<file path="src/rtl/fetch_decode_ctrl.sv">
// rtl/fetch_decode_ctrl.sv - PC / fetch / IR / decode control path; optional retire counter under PERF_CNT_EN
module fetch_decode_ctrl #(
  parameter int ADDR_W   = 8,
  parameter int INSTR_W  = 16,
  parameter int OP_W     = 4,
  parameter int REG_W    = 3,
  parameter int IMM_W    = 6,
  parameter int RESET_PC = 0
) (
  input  logic               clk,
  input  logic               rst,
  input  logic               start,
  output logic               imem_req,
  output logic [ADDR_W-1:0]  imem_addr,
  input  logic               imem_ack,
  input  logic [INSTR_W-1:0] imem_rdata,
  input  logic               ex_ready,
  output logic               dec_valid,
  output logic [INSTR_W-1:0] instr,
  output logic [ADDR_W-1:0]  instr_pc,
  output logic [OP_W-1:0]    opcode,
  output logic [REG_W-1:0]   rd,
  output logic [REG_W-1:0]   rs1,
  output logic [REG_W-1:0]   rs2,
  output logic [IMM_W-1:0]   imm,
  output logic [ADDR_W-1:0]  jump_addr,
  output logic               pc_select,
  output logic               src2_select,
  output logic               alu_out_select,
  output logic               regwrite,
  output logic               halted
`ifdef PERF_CNT_EN
  ,
  output logic [15:0]        retired_cnt
`endif
);

  typedef enum logic [1:0] {
    S_IDLE   = 2'd0,
    S_FETCH  = 2'd1,
    S_DECODE = 2'd2,
    S_HALTED = 2'd3
  } state_t;

  localparam logic [ADDR_W-1:0] PC_INIT = ADDR_W'(RESET_PC);
  localparam logic [ADDR_W-1:0] PC_ONE  = ADDR_W'(1);

  state_t              state;
  state_t              state_next;
  logic [ADDR_W-1:0]   pc;
  logic [ADDR_W-1:0]   pc_next;
  logic [INSTR_W-1:0]  ir;
  logic [INSTR_W-1:0]  ir_next;
  logic [ADDR_W-1:0]   ipc;
  logic [ADDR_W-1:0]   ipc_next;

  // Opcode class is taken from the top four opcode bits so wider opcodes keep the same table.
  logic [3:0]          op_class;
  logic                is_rtype;
  logic                is_itype;
  logic                is_load;
  logic                is_store;
  logic                is_halt;
  logic                is_jmp;
  logic                retire;

  // Instruction fields are plain slices of the IR; IR is zero after reset so these read 0 too.
  always_comb begin
    instr     = ir;
    instr_pc  = ipc;
    opcode    = ir[INSTR_W-1 -: OP_W];
    rd        = ir[INSTR_W-OP_W-1 -: REG_W];
    rs1       = ir[INSTR_W-OP_W-REG_W-1 -: REG_W];
    rs2       = ir[INSTR_W-OP_W-2*REG_W-1 -: REG_W];
    imm       = ir[IMM_W-1:0];
    jump_addr = ir[ADDR_W-1:0];
    op_class  = opcode[OP_W-1 -: 4];
    is_rtype  = (op_class < 4'h8);
    is_itype  = (op_class >= 4'h8) && (op_class <= 4'hB);
    is_load   = (op_class == 4'hC);
    is_store  = (op_class == 4'hD);
    is_halt   = (op_class == 4'hE);
    is_jmp    = (op_class == 4'hF);
  end

  // Next-state, PC/IR update and all handshake/control outputs; controls are gated by DECODE.
  always_comb begin
    state_next     = state;
    pc_next        = pc;
    ir_next        = ir;
    ipc_next       = ipc;
    imem_req       = 1'b0;
    imem_addr      = '0;
    dec_valid      = 1'b0;
    halted         = 1'b0;
    pc_select      = 1'b0;
    src2_select    = 1'b0;
    alu_out_select = 1'b0;
    regwrite       = 1'b0;
    retire         = 1'b0;
    case (state)
      S_IDLE: begin
        if (start) begin
          state_next = S_FETCH;
        end
      end
      S_FETCH: begin
        imem_req  = 1'b1;
        imem_addr = pc;
        if (imem_ack) begin
          ir_next    = imem_rdata;
          ipc_next   = pc;
          state_next = S_DECODE;
        end
      end
      S_DECODE: begin
        dec_valid      = 1'b1;
        regwrite       = is_rtype | is_itype | is_load;
        src2_select    = is_itype | is_load | is_store;
        alu_out_select = is_load;
        pc_select      = is_jmp;
        retire         = ex_ready;
        if (ex_ready) begin
          pc_next    = is_jmp ? jump_addr : pc + PC_ONE;
          state_next = is_halt ? S_HALTED : S_FETCH;
        end
      end
      S_HALTED: begin
        halted = 1'b1;
        if (start) begin
          state_next = S_FETCH;
        end
      end
      default: begin
        state_next = S_IDLE;
      end
    endcase
  end

  // State, PC and IR registers; reset abandons any in-flight fetch.
  always_ff @(posedge clk) begin
    if (rst) begin
      state <= S_IDLE;
      pc    <= PC_INIT;
      ir    <= '0;
      ipc   <= '0;
    end else begin
      state <= state_next;
      pc    <= pc_next;
      ir    <= ir_next;
      ipc   <= ipc_next;
    end
  end

`ifdef PERF_CNT_EN
  // Saturating count of retired instructions.
  always_ff @(posedge clk) begin
    if (rst) begin
      retired_cnt <= '0;
    end else if (retire && (retired_cnt != 16'hFFFF)) begin
      retired_cnt <= retired_cnt + 16'd1;
    end
  end
`endif

endmodule

</file>
<file path="config.mk">
export PLATFORM = sky130hd
export DESIGN_NAME = fetch_decode_ctrl
export DESIGN_NICKNAME = d
export VERILOG_FILES = /design/src/rtl/fetch_decode_ctrl.sv
export SDC_FILE = /design/constraint.sdc
export NUM_CORES = 1
export LEC_CHECK = 0
export ABC_AREA = 1
export CAP_MARGIN = 40
export CORE_UTILIZATION = 44
export CTS_CLUSTER_SIZE = 40
export DETAILED_ROUTE_END_ITERATION = 12
export GPL_ROUTABILITY_DRIVEN = 0
export GPL_TIMING_DRIVEN = 0
export PLACE_DENSITY = 0.95
export RECOVER_POWER = 25
export SYNTH_ARGS = -nofsm -noshare
export SYNTH_HDL_FRONTEND = slang
export SYNTH_SLANG_ARGS = --single-unit
</file>
<file path="constraint.sdc">
create_clock -name clk -period 2.4 [get_ports clk]
set_input_delay 0.48 -clock clk [delete_from_list [all_inputs] [get_ports clk]]
set_output_delay 0.48 -clock clk [all_outputs]
set_load 0.01 [all_outputs]
</file>
==> impl_results.md, run 1 <==
- TritonCTS Buffers: 5
- Hold Startpoint: instr_pc[3]
- Hold EP: instr_pc[3]
- Setup WS pre-CTS: 427.5 ps
- Flops & latches, synth: 34
- Mapped cell area: 0.001836 sq mm
- Core ar.: 0.004000 sq mm
- CTS Sinks: 34
- Gr ovfl total: 0
- Area growth syn-to-layout: 55.69%
- Die ar.: 0.004434 sq mm
- Routed WL per cell: 12.07 microns
- Async SR Flop Fraction: 0%
- Antenna viol nets, final: 0
- Clock Pin Slew Worst Setup and Hold Paths: 70 ps
- Gate Count Post-Synth: 260
- Die span in x: 66.59 microns
- Per-instance average area after synthesis: 7.060 sq um
- Max-slew headroom: 68.11%
- Fin. Hold Viols: 0
- Measured slew at the worst slew-check pin: 478.3 ps
- Worst hold path depth: 2
- Largest net degree at the start of global routing: 11
- Final Power: 2463 uW
- Syn Nets: 286
- Final Skew: 9.630 ps
- Via-per-instance ratio: 4.797
- Non-filler instance count after layout: 404
- R2R cell count: 8
- Via count: 1938
- Portion of netlist area occupied by mux cells: 0%
- Row count: 23
- Final setup fails: 0
- Diodes inserted: 0
- Synth Area in Simple Gates: 22.90%
- Crit path DAT: 1810 ps
- Hold buffer count at cts: 0
- Drt pass-1 iters: 4
- Comb power frac: 47.4%
- Status: finished clean
- Share of layout cells above drive strength 1: 12.43%
- Critical Path Fanout Max: 5
- Top cell type's share of synthesized area: 37.08%
- Critical Path Sink Type: primary output
- Reg-to-reg startpoint: state[1]
- Startpoint class of the critical path: flop
- Worst vdd ir: 563.1 uV
- Combinational family with the most area after synthesis: simple AND/OR/NAND/NOR gates
- DRC Markers: 0
- RSZ-0062 raised after global routing: no
- Most used DFF post-synth: dfxtp_1
- DR iter-0 viols: 111
- Register area: 680.7 sq um
- Synth cell count leaders: nor2_1, nand2_1, dfxtp_1
- GRT Total Usage: 23.51%
- Clock group share of total power: 19.8%
- WS Path Type: reg -> out
- Clock Tree Buf Depth: 2
- Setup tns final: 0 ps
- Clock Latency Late Sink: 280 ps
- Hold crit path type: reg -> reg
- Worst R2R End: instr[13]
- Sw Share: 33.61%
- HPWL after DPL: 3776 microns
- Fin crit share: 95.58%
- Sequential power share: 32.8%
- Number of placed instances, taps included: 396
- Synth Area in XOR/XNOR: 0.4772%
- Synth Area in Adders: 3.408%
- Layout filler cell count: 317
- Most common cell in the netlist: nor2_1
- Register-to-Register Setup Slack: 580 ps
- Synth area leader: dfxtp_1
- Area of the multi-input gates: 779.5 sq um
- Cell Int Power: 1635 uW
- Starting density of the core: 45.89%
- Fin nets: 379
- CTS Root Cell: clkbuf_8
- Max-Cap Viols: 0
- Worst EP required: 1920 ps
- Slew Limit Fails: 0
- Post-synth EDFFs: 0
- Post-synthesis compound-gate area fraction: 16.09%
- Switch Pwr: 827.7 uW
- Leading post-synthesis cells by cell area: dfxtp_1, buf_4, nor2_1
- Sequential area share after synthesis: 37.08%
- First-pass GRT wire length: 7845 microns
- Post-CTS setup buffers: 0
- Die Y: 66.59 microns
- Vias in the first global route: 1793
- CTS tree: built
- Min Tclk post-route: 2294 ps
- Post-CTS Resized: 0
- CTS HTree Levels: 2
- Final WL: 4876 microns
- Synthesis Warnings: 0
- # IOs: 87
- Initial antenna violation count: 0
- Highest clock rate: 436.0 MHz
- Buffers added on ports: 86
- Static Leak: 0.001265 uW
- Power Density: 861.7 mW/mm^2
- Synth cell types: 25
- Setup ws final: 106.2 ps
==> cell type report <==
| type | instances | share of cell area [%] |
|---|---|---|
| inverter | 29 | 3.897 |
| sequential | 34 | 23.82 |
| multi-input combinational | 160 | 27.28 |
| buffer | 37 | 8.844 |
| timing repair buffer | 86 | 30.12 |
| tap | 50 | 2.189 |
| clock buffer | 8 | 3.853 |
==> kinds of logic after synthesis <==
family | Yosys count
AO/OA/AOI/OAI | 53
XOR/XNOR | 1
adder cells (fa/ha/maj) | 5
buffers and inverters | 66
flip-flops | 34
AND/OR/NAND/NOR | 101
==> worst max-delay path: stages (launching register included) <==
cell and delay (ps):
dfxtp_1 340, inv_1 80, ha_1 230, inv_1 130
a21oi_1 170, clkdlybuf4s50_1 570
==> sequential cells by signal, summed over array words and instances, names as in the netlist <==
name	count
instr_pc	8
pc	8
instr	16
state	2
==> per-stage QoR <==
step	util, %	hold WS [ps]	area [sq um]
floorplan	-	479.4	1836
global placement	68.97	463.6	2759
detailed placement	68.97	485.6	2759
CTS	71.72	494.8	2869
global route	71.44	510.4	2858
finish	71.44	491.3	2858
==> placed cells by master (no fill, tap or decap), drive strengths merged <==
master,netlist,routed
nand2,39,39
dfxtp,34,34
o21ai,27,27
o211ai,2,2
buf,34,31
xor2,1,1
clkdlybuf4s50,0,81
a21oi,17,17
a211oi,5,5
clkbuf,3,14
inv,29,29
o21a,2,2
nand3,9,9
nor2,52,52
nor3,1,1
ha,5,5
dlygate4sd3,0,5
==> how the worst max path moves through the flow <==
stage / from / end / slack (ps)
floorplan: state[0] / regwrite / 950
global placement: instr[14] / pc_select / 460
detailed placement: instr[15] / pc_select / 430
CTS: instr[14] / pc_select / 120
global route: instr[14] / pc_select / 20
finish: state[0] / regwrite / 110
==> power groups by stage <==
stage | clock (uW) | combinational, uW | sequential (uW)
2_1_floorplan | 0 | 575 | 841
6_report | 488 | 1170 | 807
4_1_cts | 494 | 1190 | 809
3_5_place_dp | 0 | 1190 | 821
5_1_grt | 525 | 1280 | 828
3_3_place_gp | 0 | 1150 | 811
==> per-layer routing <==
layer	track usage [%]	vias up	share of wire, %
li1	-	981	-
met1	25.78	861	40
met2	42.55	87	50
met3	5.822	9	8.3
met4	9.574	0	1.7
met5	0	-	0
No activity file was read; power rests on OpenSTA's default activity.
==> run 2: changes to the inputs <==
--- a/config.mk
+++ b/config.mk
@@ -8,7 +8,7 @@
 export ABC_AREA = 1
 export CAP_MARGIN = 40
 export CORE_UTILIZATION = 44
-export CTS_CLUSTER_SIZE = 40
+export CTS_CLUSTER_SIZE = 8
 export DETAILED_ROUTE_END_ITERATION = 12
 export GPL_ROUTABILITY_DRIVEN = 0
 export GPL_TIMING_DRIVEN = 0
==> results of run 2 <==
Same layout as run 1: the final DEF is identical, and so are final timing and power.
==> run 3: changes to the inputs <==
--- a/config.mk
+++ b/config.mk
@@ -7,6 +7,7 @@
 export LEC_CHECK = 0
 export ABC_AREA = 1
 export CAP_MARGIN = 40
+export CORE_MARGIN = 5
 export CORE_UTILIZATION = 44
 export CTS_CLUSTER_SIZE = 8
 export DETAILED_ROUTE_END_ITERATION = 12
@@ -17,3 +18,4 @@
 export SYNTH_ARGS = -nofsm -noshare
 export SYNTH_HDL_FRONTEND = slang
 export SYNTH_SLANG_ARGS = --single-unit
+export TNS_END_PERCENT = 50
==> run 3 against run 2 <==
Die area is 25% higher. Combinational power about the same. Sequential cell count is the same. Register-to-register slack hardly changed. Routed wire length increased by 11%. Sequential share of layout area stayed put. Critical path depth did not move. Cell area is the same. Clock skew fell by 7.4 ps. Via count is 2.7% higher. Global-route usage shrank 3.4 points. Core utilization is 0.51 points lower. Critical path type unchanged.
==> impl_results.md, run 3 (synthesis gave the netlist of run 1 again) <==
- Status: finished clean
- Routed WL per cell: 13.42 microns (+11%)
- Hold crit path type: reg -> reg
- Slew Limit Fails: 0 (unchanged)
- HPWL after DPL: 4189 microns (+11%)
- WS Path Type: reg -> out
- Critical Path Fanout Max: 5 (unchanged)
- Max-Cap Viols: 0 (unchanged)
- Area growth syn-to-layout: 55.69% (unchanged)
- Utilization after layout: 70.93% (-0.51 points)
- Gr ovfl total: 0 (unchanged)
- Power Density: 870.6 mW/mm^2 (+1.0%)
- CTS HTree Levels: 2 (unchanged)
- Crit path DAT: 1870 ps (+60 ps)
- Die span in x: 74.59 microns (+12%)
- Post-CTS setup buffers: 0 (unchanged)
- Largest net degree at the start of global routing: 11 (unchanged)
- Sequential power share: 32.4% (-0.4 points)
- Clock Latency Late Sink: 290 ps (about the same)
- RSZ-0062 raised after global routing: no
- Buffers added on ports: 86 (unchanged)
- Via count: 1990 (+2.7%)
- Measured slew at the worst slew-check pin: 489.0 ps (+10.71 ps)
- GRT Total Usage: 20.11% (-3.4 points)
- DR iter-0 viols: 158 (+42%)
- Via-per-instance ratio: 4.926 (+2.7%)
- Clock Pin Slew Worst Setup and Hold Paths: 70 ps (about the same)
- Hold buffer count at cts: 0 (unchanged)
- Fin nets: 379 (unchanged)
- Die ar.: 0.005564 sq mm (+25%)
- Sw Share: 34.12% (+0.51 points)
- Setup tns final: 0 ps (unchanged)
- CTS tree: built
- DRC Markers: 0 (unchanged)
- Switch Pwr: 848.9 uW (+2.6%)
- Setup ws final: 45.56 ps (-60.62 ps)
- First-pass GRT wire length: 8638 microns (+10%)
- # IOs: 87 (unchanged)
- Clock group share of total power: 19.9% (about the same)
- Cell Int Power: 1639 uW (+0.25%)
- Antenna viol nets, final: 0 (unchanged)
- Vias in the first global route: 1927 (+7.5%)
- Placement Cell Area: 0.002759 sq mm (unchanged)
- Comb power frac: 47.6% (+0.2 points)
- Worst EP required: 1920 ps (about the same)
- Starting density of the core: 45.56% (-0.33 points)
- Max reg flops: 16 (unchanged)
- Critical Path Sink Type: primary output
- Most frequent cells in the layout: clkdlybuf4s50_1, nor2_1, nand2_1, dfxtp_1
- Static Leak: 0.001259 uW (-0.48%)
- Core ar.: 0.004029 sq mm (+0.72%)
- CTS Sinks: 34 (unchanged)
- Final WL: 5420 microns (+11%)
- Min Tclk post-route: 2354 ps (+60.62 ps)
- Die Y: 74.59 microns (+12%)
- Fin crit share: 98.10% (+2.5 points)
- Post-CTS Resized: 0 (unchanged)
- Final setup fails: 0 (unchanged)
- Drt pass-1 iters: 4 (unchanged)
- Worst vdd ir: 481.9 uV (-14%)
- Initial antenna violation count: 0 (unchanged)
- CTS Root Cell: clkbuf_8
- Share of layout cells above drive strength 1: 12.43% (unchanged)
- Fin. Hold Viols: 0 (unchanged)
- Setup WS pre-CTS: 408.6 ps (-18.94 ps)
- Startpoint class of the critical path: flop
- Highest clock rate: 424.7 MHz (-2.6%)
- Max-slew headroom: 67.40% (-0.71 points)
- Diodes inserted: 0 (unchanged)
- Most common cell after layout, fill and taps aside: clkdlybuf4s50_1
- Clock Tree Buf Depth: 2 (unchanged)
- Final instance area: 0.002858 sq mm (unchanged)
- Row count: 23 (unchanged)
- TritonCTS Buffers: 5 (unchanged)
- Final Skew: 2.259 ps (-7.372 ps)
## run 3: changes by cell type in the layout (fill, tap and decap cells not counted)
cell	before	now
buf_1	1	0
clkdlybuf4s50_1	81	83
dlygate4sd3_1	5	3
clkbuf_1	6	7
## run 3: stage by stage
stage | total power [uW] | cells | hold slack (ps)
after floorplan | 1417 | 260 | 479.4
after global placement | 1973 | 396 | 467.5
after detailed placement | 2027 | 396 | 488.2
after CTS | 2520 | 404 | 497.6
after global routing | 2642 | 404 | 534.3
final | 2488 | 404 | 495.2
## run 3: critical path, stage by stage (launching register included)
cell and delay, ps:
dfxtp_1 340, inv_1 80, ha_1 240, inv_1 130, a21oi_1 210, clkdlybuf4s50_1 580
## run 3: power groups by stage
stage          combinational [uW]  clock, uW  sequential [uW]
3_5_place_dp                 1210          0              822
3_3_place_gp                 1160          0              810
6_report                     1190        495              807
2_1_floorplan                 575          0              841
4_1_cts                      1210        499              810
5_1_grt                      1290        524              828
## run 3: cell type report
type | count | area, sq um
multi-input combinational | 160 | 779.5
inverter | 29 | 111.4
buffer | 37 | 252.7
tap | 50 | 62.56
timing repair buffer | 86 | 860.8
clock buffer | 8 | 110.1
sequential | 34 | 680.7
fill | 331 | 1171
## run 3: worst paths after layout
kind,depth (start not counted),slack [ps],from,to
min,2,500,instr_pc[0],instr_pc[0]
max reg2reg,7,590,state[1],instr_pc[3]
min reg2reg,2,500,instr_pc[0],instr_pc[0]
max,5,50,state[0],regwrite
## run 3: routing by layer
layer | vias up | global-route usage, % | wire length (microns)
met4 | 0 | 7.708 | 138
met3 | 16 | 6.486 | 506
met2 | 97 | 35.32 | 2697
li1 | 982 | - | -
met1 | 895 | 22.54 | 2078
met5 | - | 0 | 0
